===== config.mk =====
export PLATFORM = sky130hd
export DESIGN_NAME = bin2bcd_scan
export DESIGN_NICKNAME = d
export VERILOG_FILES = /design/src/rtl/bin2bcd_scan.sv
export SDC_FILE = /design/constraint.sdc
export NUM_CORES = 1
export LEC_CHECK = 0
export BUFFER_PORTS_ARGS = -buffer_cell sky130_fd_sc_hd__buf_4
export CORE_MARGIN = 1.5
export CORE_UTILIZATION = 60
export CTS_BUF_LIST = sky130_fd_sc_hd__clkbuf_8
export CTS_CLUSTER_DIAMETER = 30
export DETAILED_ROUTE_END_ITERATION = 16
export PLACE_DENSITY = 0.9
export REMOVE_ABC_BUFFERS = 1
export SYNTH_ARGS = -nofsm -noshare
export SYNTH_HDL_FRONTEND = slang
export SYNTH_SLANG_ARGS = --single-unit

===== constraint.sdc =====
create_clock -name clk -period 3.24 [get_ports clk]
set_clock_uncertainty 0.15 [all_clocks]
set_input_delay 0.486 -clock clk [delete_from_list [all_inputs] [get_ports clk]]
set_output_delay 0.486 -clock clk [all_outputs]
set_load 0.005 [all_outputs]

===== src/rtl/bin2bcd_scan.sv =====
// Binary to packed BCD by sequential shift-add-3, with a free-running multiplexed digit scanner.
// Optional leading-zero blanking of the scanned digits: BIN2BCD_SCAN_LEADING_ZERO_BLANK_EN.
module bin2bcd_scan #(
  parameter int WIDTH    = 14,
  parameter int DIGITS   = 4,
  parameter int SCAN_DIV = 50000
) (
  input  logic                  clk,
  input  logic                  rst,
  input  logic                  start,
  input  logic [WIDTH-1:0]      bin,
  output logic                  busy,
  output logic                  done,
  output logic                  overflow,
  output logic [4*DIGITS-1:0]   bcd_all,
  output logic [3:0]            bcd,
  output logic [DIGITS-1:0]     an
);

  localparam int SW = 4 * (DIGITS + 1);
  localparam int CW = $clog2(WIDTH + 1);
  localparam int PW = (SCAN_DIV > 1) ? $clog2(SCAN_DIV) : 1;
  localparam int IW = (DIGITS > 1) ? $clog2(DIGITS) : 1;

  typedef enum logic [1:0] {IDLE, SHIFT, LATCH} state_t;

  state_t              state_q;
  logic [WIDTH-1:0]    sh_q;
  logic [SW-1:0]       scr_q;
  logic [CW-1:0]       cnt_q;
  logic                busy_q, done_q, ovf_q;
  logic [4*DIGITS-1:0] bcd_all_q;
  logic [PW-1:0]       pre_q;
  logic [IW-1:0]       idx_q;
  logic [3:0]          bcd_q, bcd_d;
  logic [DIGITS-1:0]   an_q, an_d;
  logic [SW-1:0]       scr_adj;
  logic [3:0]          dig [DIGITS];

  always_comb begin
    scr_adj = scr_q;
    for (int i = 0; i < DIGITS + 1; i++) begin
      if (scr_q[4*i +: 4] >= 4'd5) scr_adj[4*i +: 4] = scr_q[4*i +: 4] + 4'd3;
    end
  end

  always_ff @(posedge clk or posedge rst) begin
    if (rst) begin
      state_q   <= IDLE;
      sh_q      <= '0;
      scr_q     <= '0;
      cnt_q     <= '0;
      busy_q    <= 1'b0;
      done_q    <= 1'b0;
      ovf_q     <= 1'b0;
      bcd_all_q <= '0;
    end else begin
      done_q <= 1'b0;
      case (state_q)
        IDLE: begin
          if (start) begin
            sh_q    <= bin;
            scr_q   <= '0;
            cnt_q   <= CW'(WIDTH);
            busy_q  <= 1'b1;
            state_q <= SHIFT;
          end
        end
        SHIFT: begin
          {scr_q, sh_q} <= {scr_adj[SW-2:0], sh_q, 1'b0};
          cnt_q         <= cnt_q - 1'b1;
          if (cnt_q == CW'(1)) begin
            busy_q  <= 1'b0;
            state_q <= LATCH;
          end
        end
        LATCH: begin
          // Guard digit catches values beyond the displayable range.
          if (scr_q[SW-1 -: 4] != 4'd0) begin
            ovf_q     <= 1'b1;
            bcd_all_q <= '1;
          end else begin
            ovf_q     <= 1'b0;
            bcd_all_q <= scr_q[4*DIGITS-1:0];
          end
          done_q  <= 1'b1;
          state_q <= IDLE;
        end
        default: state_q <= IDLE;
      endcase
    end
  end

  always_comb begin
    for (int i = 0; i < DIGITS; i++) dig[i] = bcd_all_q[4*i +: 4];
  end

`ifdef BIN2BCD_SCAN_LEADING_ZERO_BLANK_EN
  logic [DIGITS-1:0] blank;
  logic              seen;
  always_comb begin
    seen  = 1'b0;
    blank = '0;
    for (int i = DIGITS - 1; i > 0; i--) begin
      seen     = seen | (dig[i] != 4'd0);
      blank[i] = ~seen;
    end
    bcd_d = blank[idx_q] ? 4'hF : dig[idx_q];
  end
`else
  always_comb begin
    bcd_d = dig[idx_q];
  end
`endif

  assign an_d = ~(DIGITS'(1) << idx_q);

  always_ff @(posedge clk or posedge rst) begin
    if (rst) begin
      pre_q <= '0;
      idx_q <= '0;
      an_q  <= ~DIGITS'(1);
      bcd_q <= 4'd0;
    end else begin
      an_q  <= an_d;
      bcd_q <= bcd_d;
      if (pre_q == PW'(SCAN_DIV - 1)) begin
        pre_q <= '0;
        idx_q <= (idx_q == IW'(DIGITS - 1)) ? '0 : idx_q + 1'b1;
      end else begin
        pre_q <= pre_q + 1'b1;
      end
    end
  end

  assign busy     = busy_q;
  assign done     = done_q;
  assign overflow = ovf_q;
  assign bcd_all  = bcd_all_q;
  assign bcd      = bcd_q;
  assign an       = an_q;

endmodule


After elaboration in Yosys (flattened, before gate mapping)
Cells that the tools add are included.

storage, ports and cells
  bits in registers = 85
  bits of input ports = 17
  logic and storage cells = 67
  output and inout port bits = 27

cells by class
  $lt $le $gt $ge = 6
  reduce and logical (&&, ||, !) cells = 6
  equal/unequal tests = 7
  mux-type cells = 25
  shift-type cells = 1
  bitwise logic cells = 2
  $add $sub $neg = 8

operator list
  kind                                                               number
  case mux 20 bit (2 select lines)                                   1
  two-way mux 16 bit                                                 2
  two-way mux 4 bit                                                  7
  case mux 14 bit (2 select lines)                                   1
  greater-or-equal comparator 4 x 3 -> 1 bit, second input constant  5
  two-way mux 20 bit                                                 1
  adder 16 x 1 -> 16 bit, second input constant                      1
  adder 4 x 2 -> 4 bit, second input constant                        4
  equality test 16 bit, second input constant                        1
  two-way mux 14 bit                                                 1
  binary-select mux 4 bit (select 2 bit)                             1
  case mux 4 bit (2 select lines)                                    1
  two-way mux 2 bit                                                  3
  equality test 2 bit, second input constant                         2
  equality test 4 x 1 -> 1 bit, second input constant                1
  two-way mux 1 bit                                                  4
  != test 2 bit, second input constant                               2
  NOT 4 bit                                                          1
  case mux 2 bit (2 select lines)                                    1
  AND reduction 2 bit                                                2
  nonzero test 4 bit                                                 1
  << shifter 1 x 2 -> 4 bit, first input constant                    1
  subtractor 4 x 1 -> 4 bit, second input constant                   1
  adder 3 x 2 -> 3 bit, second input constant                        1
  9 further kinds                                                    9

Logic depth before layout (Yosys ltp)
  depth after elaboration = 4
  mapped depth = 6
  depth with buffers taken out = 6

Worst setup path after synthesis
Ideal clock, no wire load.

  path type = reg2reg
  start point = register pre_q[0]
  end point = register pre_q[14]
  data required time = 3.017 ns
  library setup time = 0.073 ns
  stages on the path, launching flop included = 6
  buffers on the path = 0
  period minus slack after synthesis = 1.598 ns
  setup slack = 1.642 ns
  arrival = 1.375 ns
  cells stage by stage = dfrtp_1 > ha_1 > and4_1 > nand3_1 > or3_1 > a21oi_2

between the ends
  word-level cells in the longest chain between the ends = 2
  elaborated cells between the ends (all ways) = 3
  classes of those cells = 1 x add/sub; 1 x eq/ne; 1 x mux

RTL lines
  item                                                            line      source
  from (decl)                                                     33        logic [PW-1:0] pre_q;
  from (signal assigned)                                          131       pre_q <= pre_q + 1'b1;
  adder 16 x 1 -> 16 bit or equality test 16 bit (tied branches)  131, 127
  two-way mux 16 bit *                                            127       if (pre_q == PW'(SCAN_DIV - 1)) begin

Every way passes the cells marked *; elsewhere a longest branch is shown, timed or not.
A chain may end at the register's enable or synchronous reset.

Worst setup path after layout
  start point = register state_q[1]
  end point = register scr_q[3]

between the ends
  word-level cells in the longest chain between the ends = 3
  elaborated cells between the ends (all ways) = 6
  classes of those cells = 2 x eq/ne; 1 x mux; 3 x reduce/logical

RTL lines
  item                                                               line  source
  from (decl)                                                        27    state_t state_q;
  from (signal assigned)                                             49    state_q <= IDLE;
  from (signal assigned)                                             66    state_q <= SHIFT;
  from (signal assigned)                                             74    state_q <= LATCH;
  equality test 2 x 1 -> 1 bit or logical NOT 2 bit (tied branches)  59    case (state_q)
  nonzero test 2 bit (no line) or != test 2 bit (tied branches)      -
  AND reduction 2 bit (no line)                                      -
  to (signal assigned)                                               70    {scr_q, sh_q} <= {scr_adj[SW-2:0], sh_q, 1'b0};
  to (decl)                                                          29    logic [SW-1:0] scr_q;

Parallel ways exist; a longest one is shown, timed or not.

==> flow_summary.ini <==
[clock_tree]
hold_buffers = 0
root_buffer = clkbuf_8
clk_pin_slew_ps = 80
htreeDepth = 3
cts_buffer_depth = 2
cts_setup_buffers = 0
post_cts_resized = 0
cts_sinks = 85
cts_tree = done
numCtsBuffers = 9
clock_latency_ps = 350

[synthesis]
syn_avg_cell_area_sq_um = 10.4
synth_top_area_cell = dfrtp_1
synthCells = 381
synth_edf_count = 0
synth.area.top_cells = dfrtp_1 52%, ha_1 5.7%, nand2_1 5.7%, nor2_1 2.8%, mux4_2 2.3%
synthFlopType = dfrtp_1
yosysTopAreaCellShare_pct = 51.8
synthTopCellsByCount = 82 x dfrtp_1, 60 x nand2_1, 30 x nor2_1
synthArstFlopShare_pct = 100
ys_seq_area_share_pct = 53.8
yosys_register_bits = 85
yosysMostFrequentCell = dfrtp_1
syn_area_sq_mm = 0.00396
yosysWarnings = 0
synth_cell_type_count = 45

[global_route]
antenna_found_initial = 0
grt_overflow_total = 0
first_global_vias = 2969
grt_max_degree = 46
grt_pass1_wl_microns = 14200
grt_use_total_pct = 25.5

[worst_setup_path]
crit_slowest_cell = nand2b_1
crit_chain = nand2b_1 > o31ai_1 > a32o_1
crit_path_end = scr_q[3]
crit_path_end_kind = flop
cp_max_fo = 29
critPathKind = flop to flop
cp-start-kind = flop
cp.arrival_ps = 2260
critPathMaxStageDelay_ps = 700
timing.rr.end = scr_q[3]
timing.critical_path.required_ps = 3380
reg2regPathDepth = 3
reg2reg_slack_ps = 1120
crit_start = state_q[1]
timing.rr.start = state_q[1]

[pwr]
p_sw_uw = 1450
leakagePower_uw = 0.00220
switching_share_pct = 36.5
combPwrFrac_pct = 37.6
p_int_uw = 2530
vdd_drop_max_mv = 0.724
seqPwrFrac_pct = 41.8
power_density_mw_per_mm2 = 876
p_total_uw = 3980
p_clk_share_pct = 20.6

[timing]
slew_headroom_pct = 26.8
maxSlewViolCount = 0
rsz0062_at_grt = false
min_period_over_period_pct = 65.4
hold_violations = 0
setup_viol = 0
fmax_mhz = 472
period_minus_slack_ps = 2120
tightestPinTransition_ps = 1100
setup_tns_ps = 0

[routing]
vias = 2996
drc = 0
first_pass_iters = 4
routed_wl_microns = 8400
ant_nets = 0
first_iter_violations = 209
via_per_inst = 5.97
wl_per_cell_microns = 16.7

[final_layout]
final_util_pct = 71.6
layout.nets = 455
seq_area_sq_mm = 0.00213
drive_gt1_share_pct = 17.9
antenna_cells = 0
nFillCells = 437
multi_input_area_sq_mm = 0.00167
final_area_sq_mm = 0.00455
area_growth_syn_to_layout_pct = 14.9

[placement]
routabilityCongestion = 0.818
port_buffers = 43
dp.final_hpwl_microns = 5660
placed_area_sq_mm = 0.00433

[run_status]
status = finished, final reports clean

[min_path]
hold_path.class = input port to asynchronous set/reset pin

[die]
rows = 29
die-width_microns = 84.2
core_area_sq_mm = 0.00635
initial_core_util_pct = 62.3
die_area_sq_mm = 0.00709
die_h_microns = 84.2
pin_count = 44

[run]
cap_violations = 0
==> power by group through the flow <==
stage / Combinational (uW) / Clock [uW] / Sequential, uW
detailed placement: 1470 / 0 / 1680
CTS: 1500 / 833 / 1660
global placement: 1370 / 0 / 1660
global route: 1670 / 883 / 1700
floorplan: 1050 / 0 / 1610
finish: 1500 / 820 / 1670
==> area by class of cell <==
type | instances | share of cell area (%)
sequential | 85 | 46.9
multi-input combinational | 257 | 36.7
timing repair buffer | 45 | 7.71
clock buffer | 10 | 3.03
tap | 77 | 2.12
inverter | 22 | 1.84
clock inverter | 6 | 1.76
==> metrics by stage <==
| step | hold slack, ps | instances | worst slack (ps) |
|---|---|---|---|
| 2_1_floorplan | 301 | 364 | 415 |
| 3_3_place_gp | 315 | 486 | 1310 |
| 3_5_place_dp | 336 | 486 | 1250 |
| 4_1_cts | 82.9 | 502 | 1170 |
| 5_1_grt | 118 | 502 | 956 |
| 6_report | 71.5 | 502 | 1120 |
==> logic make-up after synthesis <==
family	synth area share, %
xor gates and xnor gates	4.20
DFF	53.8
buffers and inverters	4.05
adders and majority gates	5.69
AOI/OAI and AO/OA	12.4
and+or+nand+nor	16.3
muxes	3.54
==> how the worst min path moves through the flow <==
stage	start	end	slack, ps	depth (start not counted)
floorplan	sh_q[13]	scr_q[0]	300	2
global placement	overflow	overflow	310	2
detailed placement	overflow	overflow	340	2
CTS	rst	pre_q[8]	80	2
global route	rst	pre_q[6]	120	2
finish	rst	pre_q[4]	70	2
==> routing by layer <==
metal	GRT usage (%)	wire [microns]	share of wire [%]
met5	0	0	0
met4	7.45	113	1.3
met3	6.59	429	5.1
met2	42.2	4300	51
met1	33.4	3550	42
==> registers in the layout, indices dropped and copies added, names as in the netlist <==
signal    flops
bcd           4
idx_q         2
state_q       2
sh_q         14
bcd_all      16
an            4
overflow      1
done          1
cnt_q         4
pre_q        16
scr_q        20
busy          1
==> worst max-delay path, delay by kind of cell, from the launching register on <==
family,cells,cell delay (ps)
AND/OR/NAND/NOR,1,700
flip-flops,1,470
AO/OA/AOI/OAI,2,730
==> placed cells by master (no fill, tap or decap), types with 3 or more instances in the layout <==
| master | netlist | routed |
|---|---|---|
| nand2b_1 | 7 | 7 |
| dfrtp_1 | 82 | 82 |
| nor2_1 | 30 | 30 |
| a21oi_1 | 10 | 10 |
| dfstp_2 | 3 | 3 |
| nor3b_1 | 3 | 3 |
| mux4_2 | 4 | 4 |
| a32o_1 | 6 | 6 |
| ha_1 | 18 | 18 |
| buf_4 | 1 | 44 |
| mux2i_1 | 5 | 5 |
| inv_1 | 21 | 22 |
| a31oi_1 | 14 | 14 |
| nand3_1 | 13 | 13 |
| nand2_1 | 60 | 60 |
| o21ai_0 | 12 | 12 |
| o31ai_1 | 5 | 5 |
| xnor2_1 | 10 | 10 |
| clkbuf_8 | 0 | 10 |
| a22o_1 | 5 | 5 |
| nand4_1 | 6 | 6 |
| o22ai_1 | 8 | 8 |
| o211ai_1 | 8 | 8 |
| xor2_1 | 9 | 9 |
Note: power is estimated with default switching activity, not from simulation.
